[src/rtl/stream_arb_mux_if.sv]
// stream_arb_mux_if: valid/ready bundle for stream_arb_mux (M inputs of N bits, select controls, registered N-bit output)
interface stream_arb_mux_if #(
  parameter int N = 32,
  parameter int M = 4,
  parameter int S = $clog2(M)
);
  logic [M*N-1:0] in_data;
  logic [M-1:0]   in_valid;
  logic [M-1:0]   in_ready;
  logic           mode;
  logic [S-1:0]   sel;
  logic [N-1:0]   out_data;
  logic           out_valid;
  logic [S-1:0]   out_chan;
  logic           out_ready;
  modport slave (
    input  in_data, in_valid, mode, sel, out_ready,
    output in_ready, out_data, out_valid, out_chan
  );
  modport master (
    output in_data, in_valid, mode, sel, out_ready,
    input  in_ready, out_data, out_valid, out_chan
  );
endinterface

[src/rtl/stream_arb_mux.sv]
// stream_arb_mux: M-to-1 valid/ready mux (fixed sel or round-robin), ports clk, rst, bus (in_* / out_* / mode / sel) with one registered output stage
module stream_arb_mux #(
  parameter int N = 32,
  parameter int M = 4,
  parameter int S = $clog2(M)
) (
  input logic clk,
  input logic rst,
  stream_arb_mux_if.slave bus
);
  logic [S-1:0] ptr;
  logic [S-1:0] idx;
  logic [S-1:0] k;
  logic [M-1:0] grant;
  logic         found;
  logic         load_en;
  assign load_en = !bus.out_valid | bus.out_ready;
  assign bus.in_ready = grant & {M{load_en & !rst}};
  always_comb begin
    grant = '0;
    idx = '0;
    found = 1'b0;
    k = '0;
    if (!bus.mode) begin
      if (int'(bus.sel) < M) grant[bus.sel] = bus.in_valid[bus.sel];
    end else begin
      for (int j = 0; j < M; j++) begin
        idx = S'((int'(ptr) + j) % M);
        if (!found && bus.in_valid[idx]) begin
          grant[idx] = 1'b1;
          found = 1'b1;
        end
      end
    end
    for (int j = 0; j < M; j++) if (grant[j]) k = S'(j);
  end
  always_ff @(posedge clk) begin
    if (rst) begin
      bus.out_valid <= 1'b0;
      bus.out_data <= '0;
      bus.out_chan <= '0;
      ptr <= '0;
    end else if (|bus.in_ready) begin
      bus.out_valid <= 1'b1;
      bus.out_data <= bus.in_data[k*N +: N];
      bus.out_chan <= k;
      if (bus.mode) ptr <= (k == S'(M-1)) ? '0 : k + 1'b1;
    end else if (bus.out_valid && bus.out_ready) begin
      bus.out_valid <= 1'b0;
    end
  end
endmodule

[src/flat_wrapper.sv]
// flat-port wrapper written by rule: the top's interface ports become plain ports
module stream_arb_mux_flat 
#(
  parameter int N = 32,
  parameter int M = 4,
  parameter int S = $clog2(M)
)
  (clk, rst, bus_in_data, bus_in_valid, bus_mode, bus_sel, bus_out_ready, bus_in_ready, bus_out_data, bus_out_valid, bus_out_chan);
  stream_arb_mux_if #(.N(N), .M(M), .S(S)) bus_i ();
  input logic clk;
  input logic rst;
  input wire logic [$bits(bus_i.in_data)-1:0] bus_in_data;
  input wire logic [$bits(bus_i.in_valid)-1:0] bus_in_valid;
  input wire logic [$bits(bus_i.mode)-1:0] bus_mode;
  input wire logic [$bits(bus_i.sel)-1:0] bus_sel;
  input wire logic [$bits(bus_i.out_ready)-1:0] bus_out_ready;
  output wire logic [$bits(bus_i.in_ready)-1:0] bus_in_ready;
  output wire logic [$bits(bus_i.out_data)-1:0] bus_out_data;
  output wire logic [$bits(bus_i.out_valid)-1:0] bus_out_valid;
  output wire logic [$bits(bus_i.out_chan)-1:0] bus_out_chan;
  assign bus_i.in_data = bus_in_data;
  assign bus_i.in_valid = bus_in_valid;
  assign bus_i.mode = bus_mode;
  assign bus_i.sel = bus_sel;
  assign bus_i.out_ready = bus_out_ready;
  assign bus_in_ready = bus_i.in_ready;
  assign bus_out_data = bus_i.out_data;
  assign bus_out_valid = bus_i.out_valid;
  assign bus_out_chan = bus_i.out_chan;
  stream_arb_mux #(.N(N), .M(M), .S(S)) u_core (.clk(clk), .rst(rst), .bus(bus_i));
endmodule
[config.mk]
export PLATFORM = sky130hd
export DESIGN_NAME = stream_arb_mux_flat
export DESIGN_NICKNAME = d
export VERILOG_FILES = /design/src/rtl/stream_arb_mux_if.sv /design/src/rtl/stream_arb_mux.sv /design/src/flat_wrapper.sv
export SDC_FILE = /design/constraint.sdc
export NUM_CORES = 1
export LEC_CHECK = 0
export BUFFER_PORTS_ARGS = -buffer_cell sky130_fd_sc_hd__buf_2
export CAP_MARGIN = 0
export CORE_UTILIZATION = 39
export DETAILED_ROUTE_END_ITERATION = 6
export PLACE_DENSITY = 0.83
export REMOVE_ABC_BUFFERS = 1
export SLEW_MARGIN = 20
export SYNTH_ARGS = -nofsm -noshare
export SYNTH_HDL_FRONTEND = slang
export SYNTH_SLANG_ARGS = --single-unit
[constraint.sdc]
create_clock -name clk -period 4.8 [get_ports clk]
set_input_delay 0.24 -clock clk [delete_from_list [all_inputs] [get_ports clk]]
set_output_delay 0.24 -clock clk [all_outputs]
set_load 0.02 [all_outputs]
Word-level counts from Yosys, hierarchy flattened --
Index checks and enable logic that the tools add are counted.
Operators by class: order comparisons 10, bitwise gates (word level) 7, add/sub/neg operators 4, mux-type cells 40, divide/modulo/power cells 0, equality and inequality tests 1, shifts and indexed selects 1, multiply operators 0, reductions and logical operators 17
Operators with widths (count):
- 128-bit by 8-bit indexed part select with 32-bit output | 1
- 4-bit 2-to-1 mux | 8
- 1-bit 2-to-1 mux | 19
- 2-bit by 3-bit less-than comparator with 1-bit output (second input constant) | 5
- 4-bit OR | 3
- 1-bit binary-select mux with 2-bit select | 5
- 1-bit demux with 2-bit select | 5
- 2-bit by 1-bit greater-or-equal comparator with 1-bit output (second input constant) | 5
- 1-bit logical AND | 9
- 4-bit AND | 2
- 2-bit 2-to-1 mux | 3
- 1-bit logical NOT | 5
- 2-bit by 1-bit adder with 2-bit output (second input constant) | 2
- 2-bit adder (second input constant) | 2
- 4-bit OR reduction | 1
- 2-bit equality test (second input constant) | 1
- 2-bit AND reduction | 1
- 2-bit nonzero test | 1
- 1-bit AND | 1
- 1-bit OR | 1
Word-level totals: bits in registers 37, bits in read-only memories 0, word-level logic and storage cells 84, memory bits (writable) 0, latch bits 0, output and inout port bits 39, memories 0, input bits 138

Logic depth before layout (Yosys ltp) --
Gate-level depths: netlist (run 1).
depth in word-level cells 21, gate-level depth with buffers 14, depth with buffers taken out 11

Least setup slack after synthesis (run 1) --
Ideal clock, no wire load.
path type reg2reg, from register u_core.ptr[0], to register u_core.ptr[1], setup slack 1.347 ns, data arrival time 3.332 ns, period minus slack after synthesis 3.453 ns, data required time 4.679 ns, stages on the path, launching flop included 14, cell sequence dfxtp_1 > inv_1 > ha_1 > buf_2 > or3b_1 > a2111oi_2 > o21ai_0 > a41oi_1 > buf_2 > buf_1 > nor2_1 > inv_1 > ha_1 > mux2_2
Between the ends: elaborated cells between the ends (all ways) 63, classes of those cells add/sub: 4; order compare: 8; eq/ne: 1; mux: 34; bitwise: 4; reduce/logical: 12
RTL lines:
- from (decl) | RTL line stream_arb_mux.sv:11 | logic [S-1:0] ptr;
- from (signal assigned) | RTL line stream_arb_mux.sv:47 | if (bus.mode) ptr <= (k == S'(M-1)) ? '0 : k + 1'b1;
- branches (longest 14 deep; another with 2-bit by 3-bit less-than comparator with 1-bit output)
- 4-bit 2-to-1 mux * | RTL line stream_arb_mux.sv:29 | if (!found && bus.in_valid[idx]) begin
- 4-bit 2-to-1 mux * | RTL line stream_arb_mux.sv:24 | if (!bus.mode) begin
- 2-bit 2-to-1 mux | RTL line stream_arb_mux.sv:35 | for (int j = 0; j < M; j++) if (grant[j]) k = S'(j);
- 2-bit 2-to-1 mux * | RTL line stream_arb_mux.sv:35
- net u_core.k[1] | RTL line stream_arb_mux.sv:13 | logic [S-1:0] k;
- 2-bit by 1-bit adder with 2-bit output or 2-bit equality test (tied branches) | RTL line stream_arb_mux.sv:47
- 2-bit 2-to-1 mux * | RTL line stream_arb_mux.sv:47
Mark *: on every way through the listed nets, which the timed path passes. The select of a mux whose other input is x is not followed. A chain may end at the register's enable or synchronous reset.

Final worst setup path (run 1) --
from register u_core.ptr[0], to register u_core.bus.out_data[13]
Between the ends: cells in the longest elaborated chain, start to end 20, elaborated cells between the ends (all ways) 60, classes of those cells add/sub: 3; order compare: 8; shift: 1; mux: 33; bitwise: 4; reduce/logical: 11
Ends and longest elaborated chain:
- branches (longest 14 deep; another with 2-bit by 3-bit less-than comparator with 1-bit output)
- 4-bit 2-to-1 mux * | RTL line stream_arb_mux.sv:29
- 4-bit 2-to-1 mux * | RTL line stream_arb_mux.sv:24
- 1-bit 2-to-1 mux | RTL line stream_arb_mux.sv:35
- 2-bit 2-to-1 mux (2 in series) | RTL line stream_arb_mux.sv:35
- 128-bit by 8-bit indexed part select with 32-bit output | RTL line stream_arb_mux.sv:45 | bus.out_data <= bus.in_data[k*N +: N];
- to (signal assigned) | RTL line stream_arb_mux.sv:45
- to (decl) | RTL line stream_arb_mux_if.sv:18 | output in_ready, out_data, out_valid, out_chan
Mark *: on every way between the ends. The select of a mux whose other input is x is not followed.

==> results of run 1 <==
## layer usage
layer,vias to the layer above,wire length (um),GRT usage
met1,1451,3467,0.2455
li1,1570,-,-
met3,6,558,0.04265
met2,128,4304,0.3956
met5,-,0,0
met4,0,68,0.05365
## worst max path at each step
stage / endpoint / slack, ns
3_5_place_dp: u_core.bus.out_chan[0]$_SDFFE_PP0P_ / 1.05
2_1_floorplan: u_core.ptr[1]$_SDFFE_PP0P_ / -2.14
4_1_cts: u_core.bus.out_chan[0]$_SDFFE_PP0P_ / 1.03
5_1_grt: u_core.bus.out_data[24]$_SDFFE_PP0P_ / 0.69
6_report: u_core.bus.out_data[13]$_SDFFE_PP0P_ / 1.01
3_3_place_gp: u_core.bus.out_chan[0]$_SDFFE_PP0P_ / 1.18
## layout make-up
cell class	count	area share
clock buffers	6	0.02126
well taps	96	0.03093
multi-input cells	261	0.5023
inverters	8	0.007732
repair buffers	183	0.2436
clock inverters	2	0.003544
flip-flops and latches	37	0.1907
## metrics by stage
step	setup TNS [ns]	power (mW)	utilization	cell area [um^2]	instances
CTS	0	1.153	0.5623	3884	593
global route	0	1.220	0.5623	3884	593
floorplan	-70.59	0.7481	-	2681	306
global placement	0	0.9100	0.5484	3787	585
detailed placement	0	0.9230	0.5484	3787	585
finish	0	1.144	0.5623	3884	593
## power by group through the flow
stage / Clock (mW) / Combinational [mW] / Sequential, mW
floorplan: 0 / 0.323 / 0.425
global placement: 0 / 0.530 / 0.380
detailed placement: 0 / 0.542 / 0.381
CTS: 0.235 / 0.544 / 0.375
global route: 0.249 / 0.591 / 0.380
finish: 0.228 / 0.541 / 0.375
## registers in the layout, summed over array words and instances, names as in the netlist
| register | count |
|---|---|
| u_core.bus.out_data | 32 |
| u_core.ptr | 2 |
| u_core.bus.out_valid | 1 |
| u_core.bus.out_chan | 2 |
## cell usage after synthesis
master,number
buf_4,4
a211o_1,32
or3_1,1
a311oi_1,18
clkbuf_1,14
o21a_1,2
or3b_1,2
nand3_1,1
a31o_1,1
mux2i_1,35
a32oi_1,1
a31oi_1,4
nand3b_1,2
dfxtp_1,37
a41o_1,2
nor2_1,71
o21ai_0,3
nor2b_1,4
buf_6,2
mux4_2,3
a311oi_2,14
a31o_2,2
a41oi_1,2
buf_1,1
a41oi_2,1
o21ai_1,1
nand2_1,37
inv_1,8
a21o_1,2
o31ai_2,1
a21oi_1,1
a2111oi_2,1
nor4b_1,1
o32ai_1,1
mux2_2,2
ha_1,7
or3b_2,1
a32o_1,1
o31a_1,1
buf_2,10
nand2b_1,3
## worst max-delay path, delay by kind of cell (launching register included)
kind	cells	cell delay (ns)
buf+inv	2	0.56
simple gates	2	0.48
flops	1	0.52
compound gates	5	1.70
fa+ha+maj	1	0.45
## cells by family after synthesis
group | after synthesis | share of synthesized area
AND/OR/NAND/NOR | 123 | 0.1797
AO/OA/AOI/OAI | 91 | 0.3070
multiplexers | 40 | 0.1551
buffers and inverters | 39 | 0.06652
flip-flops | 37 | 0.2608
adder cells (fa/ha/maj) | 7 | 0.03084
==> impl_metrics.json, run 1 <==
{
  "drive_above_1_share": 0.4386,
  "critPathArrivalTime_ns": 3.99,
  "seq_area_frac_synth": 0.2608,
  "regArea_um2": 740.7,
  "antenna_found_initial": 0,
  "r2r-end": "u_core.bus.out_data[13]$_SDFFE_PP0P_",
  "r2r-start": "u_core.ptr[0]$_SDFFE_PP0P_",
  "status": "completed",
  "max_freq_ghz": 0.2637,
  "finalNetCount": 641,
  "grt_max_degree": 41,
  "area_growth_pct": 36.74,
  "hold_path.class": "in -> reg",
  "detail_route.wirelength_um": 8398,
  "wl_per_cell_um": 14.16,
  "cts.clk_slew.worst_paths_ns": 0.08,
  "htree_levels": 2,
  "timing.slew.headroom": 0.4334,
  "syn_area_um2": 2840,
  "cts_num_sinks": 37,
  "p_leak_nw": 1.980,
  "cts-root-buf": "clkbuf_8",
  "min_to": "u_core.bus.out_data[2]$_SDFFE_PP0P_",
  "vias": 3155,
  "cp_slowest_cell": "dfxtp_1",
  "comb_power_share": 0.473,
  "hpwl_um": 6340,
  "fin_skew_ns": 0.006357,
  "internal_power_mw": 0.7005,
  "seqPwrFrac": 0.328,
  "core-area_um2": 6907,
  "die_x_um": 87.34,
  "fin_ws_ns": 1.008,
  "cp_cell_sequence": "inv_1 -> ha_1 -> or3b_1 -> a2111oi_2 -> o21ai_0 -> a41o_1 -> a41oi_4 -> buf_4 -> nor2_1 -> a311oi_2",
  "n_antenna_cell": 0,
  "r2r_cells": 10,
  "ant_nets": 0,
  "multiInputGateArea_um2": 1951,
  "fin_crit_sh": 0.7900,
  "hold_buffers": 0,
  "place_congestion": 0.8513,
  "holdWs_ns": 0.2115,
  "drc": 0,
  "finalSetupViolCount": 0,
  "power_switching_mw": 0.4433,
  "syn_inst": 337,
  "period_needed_ns": 3.792,
  "syn_area_per_cell_um2": 8.428,
  "hold_path_depth": 3,
  "tritoncts": "yes",
  "cp-end-kind": "flop",
  "cp_data_required_time_ns": 5.00,
  "dr.pass1.iters": 6,
  "grt_pass1_vias": 2909,
  "gr-usage-all-layers": 0.2122,
  "rows": 30,
  "synth.top_cell.area_share": 0.2608,
  "switching_share": 0.3876,
  "synth_area_leaders": "dfxtp_1 26%, mux2i_1 12%, a211o_1 9.9%",
  "die-area_um2": 7628,
  "final_common_cell": "buf_2",
  "post_cts_buffers": 0,
  "n_fill_cell": 666,
  "synth.distinct_cells": 41,
  "cts_resized": 0,
  "crit_type": "reg -> reg",
  "rsz0062_at_grt": "false",
  "io_buffers": 176,
  "synth-seq-cells": 37,
  "cp-start-kind": "flop",
  "clkPwrFrac": 0.199,
  "yosys.area.top_type": "dfxtp_1",
  "yosysWarnings": 0,
  "hold_start": "bus_in_data[98]",
  "gr-total-overflow": 0,
  "crit_fanout": 17,
  "r2r_slack_ns": 1.01,
  "cp-startpoint": "u_core.ptr[0]$_SDFFE_PP0P_",
  "io_pins": 177,
  "start_util": 0.4112,
  "routed_via_density": 5.320,
  "worst_path_largest_cell_delay_ns": 0.52,
  "power_density_nw_per_um2": 294.5,
  "timing.max_cap.violations": 0,
  "clockBufferDepth": 2,
  "grt_pass1_wl_um": 12970,
  "mostFrequentLayoutCells": "176 x buf_2, 71 x nor2_1, 37 x nand2_1, 37 x dfxtp_1, 35 x mux2i_1",
  "worst_pin_slew_ns": 0.8499,
  "drt-initial-drc-count": 93,
  "ir_drop_v": 0.0001204,
  "insertion_delay_ns": 0.28,
  "numCtsBuffers": 5,
  "pre_cts_ws_ns": 1.054,
  "die_h_um": 87.34,
  "hold_viol": 0,
  "maxSlewViolCount": 0
}
Note: power is estimated with default switching activity, not from simulation.
==> inputs of run 2 (changes only) <==
--- a/config.mk
+++ b/config.mk
@@ -9,7 +9,7 @@
 export CAP_MARGIN = 0
 export CORE_UTILIZATION = 39
 export DETAILED_ROUTE_END_ITERATION = 6
-export PLACE_DENSITY = 0.83
+export PLACE_DENSITY = 0.86
 export REMOVE_ABC_BUFFERS = 1
 export SLEW_MARGIN = 20
 export SYNTH_ARGS = -nofsm -noshare
==> constraint.sdc (replaced) <==
create_clock -name clk -period 3.1 [get_ports clk]
set_input_delay 0.155 -clock clk [delete_from_list [all_inputs] [get_ports clk]]
set_output_delay 0.155 -clock clk [all_outputs]
set_load 0.02 [all_outputs]
==> impl_metrics.json, run 2 (same netlist as run 1, synthesis figures left out) <==
{
  "maxSlewViolCount": 0,
  "regArea_um2": 740.7,
  "wl_per_cell_um": 14.77,
  "hpwl_um": 6605,
  "pre_cts_ws_ns": -0.005971,
  "critPathTopFamily": "compound AO/OA/AOI/OAI gates",
  "fin_ws_ns": 0.09411,
  "dr.pass1.iters": 4,
  "ant_nets": 0,
  "cp_cell_sequence": "inv_1 -> ha_2 -> or3b_4 -> a2111oi_4 -> o21ai_1 -> a41o_2 -> buf_12 -> mux2i_1 -> a211o_1 -> a311oi_2",
  "largestRegisters": "u_core.bus.out_data: 32 flops, u_core.bus.out_chan: 2 flops, u_core.ptr: 2 flops",
  "die_h_um": 87.34,
  "holdWs_ns": 0.1272,
  "fin_skew_ns": 0.006270,
  "grt_pass1_vias": 3049,
  "cp-end-kind": "flop",
  "drc": 0,
  "grt_pass1_wl_um": 13220,
  "fin_util": 0.6031,
  "timing.slew.headroom": 0.6646,
  "comb_power_share": 0.496,
  "r2r_slack_ns": 0.09,
  "clkPwrFrac": 0.210,
  "dp.cells": 592,
  "hold_viol": 0,
  "max_freq_ghz": 0.3327,
  "gr-usage-all-layers": 0.2190,
  "finalSetupViolCount": 0,
  "status": "completed",
  "grt_max_degree": 37,
  "critPathArrivalTime_ns": 3.20,
  "timing.max_cap.violations": 0,
  "io_buffers": 176,
  "tritoncts": "yes",
  "htree_levels": 2,
  "finalNetCount": 655,
  "io_pins": 177,
  "gr-total-overflow": 0,
  "fin_crit_sh": 0.9696,
  "internal_power_mw": 1.218,
  "cts-root-buf": "clkbuf_8",
  "cp-start-kind": "flop",
  "rows": 30,
  "power_density_nw_per_um2": 466.2,
  "setup-tns-final_ns": 0,
  "power_switching_mw": 0.7235,
  "switching_share": 0.3725,
  "period_needed_ns": 3.006,
  "cp_num_buf_inv": 2,
  "met2_length_um": 4637,
  "hold_path.class": "in -> reg",
  "antenna_found_initial": 0,
  "multiInputGateArea_um2": 1993,
  "cts_num_sinks": 37,
  "die-area_um2": 7628,
  "routed_via_density": 5.380,
  "mostFrequentLayoutCells": "176 x buf_2, 71 x nor2_1, 37 x nand2_1, 37 x dfxtp_1, 35 x mux2i_1",
  "worst_pin_slew_ns": 0.5031,
  "final_common_cell": "buf_2",
  "n_antenna_cell": 0,
  "area_growth_pct": 46.65,
  "detail_route.wirelength_um": 8953,
  "cp_slowest_cell": "a2111oi_4",
  "crit_fanout": 17,
  "drive_above_1_share": 0.4647,
  "seqPwrFrac": 0.293,
  "routed.top_layer": "met4",
  "drt-met1-wl_um": 3583,
  "start_util": 0.4112,
  "clockBufferDepth": 2,
  "n_fill_cell": 628,
  "crit_type": "reg -> reg",
  "dr_wl_met3_um": 621,
  "die_x_um": 87.34,
  "worst_path_largest_cell_delay_ns": 0.42,
  "numCtsBuffers": 5,
  "place_congestion": 0.8964,
  "drt-initial-drc-count": 61,
  "cp_data_required_time_ns": 3.30,
  "ir_drop_v": 0.0002063,
  "vias": 3260,
  "largest_register_ffs": 32,
  "cts.clk_slew.worst_paths_ns": 0.08,
  "p_leak_nw": 2.102,
  "insertion_delay_ns": 0.29,
  "core-area_um2": 6907,
  "stdcell_count": 606,
  "top_register": "u_core.bus.out_data"
}
[run 2: cell types whose count changed in the layout (fill, tap and decap cells not counted), moves of 2 or more]
cell	previous run	this run
a311oi_1	18	15
a311oi_2	14	17
buf_12	1	8
buf_4	6	10
clkbuf_16	0	2
[run 2: power groups by stage]
stage	Clock, mW	Sequential (mW)	Combinational, mW
6_report	0.408	0.570	0.964
5_1_grt	0.435	0.578	1.04
3_5_place_dp	0	0.580	0.904
2_1_floorplan	0	0.658	0.500
4_1_cts	0.418	0.570	0.910
3_3_place_gp	0	0.578	0.878
[run 2: worst paths after layout]
path                                       start  cells after the start                                    to
max                   u_core.ptr[0]$_SDFFE_PP0P_                     10  u_core.bus.out_data[27]$_SDFFE_PP0P_
max reg2reg           u_core.ptr[0]$_SDFFE_PP0P_                     10  u_core.bus.out_data[27]$_SDFFE_PP0P_
min reg2reg  u_core.bus.out_data[6]$_SDFFE_PP0P_                      2   u_core.bus.out_data[6]$_SDFFE_PP0P_
min                             bus_in_data[125]                      3  u_core.bus.out_data[29]$_SDFFE_PP0P_
[run 2: per-stage QoR]
| step | total power, mW | cell area [um^2] |
|---|---|---|
| 2_1_floorplan | 1.158 | 2681 |
| 3_3_place_gp | 1.456 | 3915 |
| 3_5_place_dp | 1.484 | 3915 |
| 4_1_cts | 1.898 | 4031 |
| 5_1_grt | 2.055 | 4165 |
| 6_report | 1.942 | 4165 |
[run 2: timing repair]
item / 4_1_cts / 5_1_grt
hold buffers: 0 / 0
cloned: 0 / 2
resized for setup: 1 / 7
setup buffers: 0 / 5
endpoints found under the setup margin: 2 / 34
pin swaps: 0 / 4
[run 2: layout make-up]
class,count,share of cell area
multi-input combinational,261,0.4785
timing repair buffer,197,0.2827
sequential,37,0.1778
tap,96,0.02884
clock buffer,5,0.01652
clock inverter,2,0.008411
inverter,8,0.007209
[run 2: per-layer routing]
layer  vias to the layer above  global-route usage
met5                         -                   0
met4                         0             0.07601
met1                      1514              0.2389
li1                       1590                   -
met3                        11             0.05118
met2                       145              0.4105
[run 2: tightest hold or removal path: cells and delay by family]
family / cells / cell delay [ns]
compound gates: 1 / 0.08
buf+inv: 1 / 0.09
simple gates: 1 / 0.05
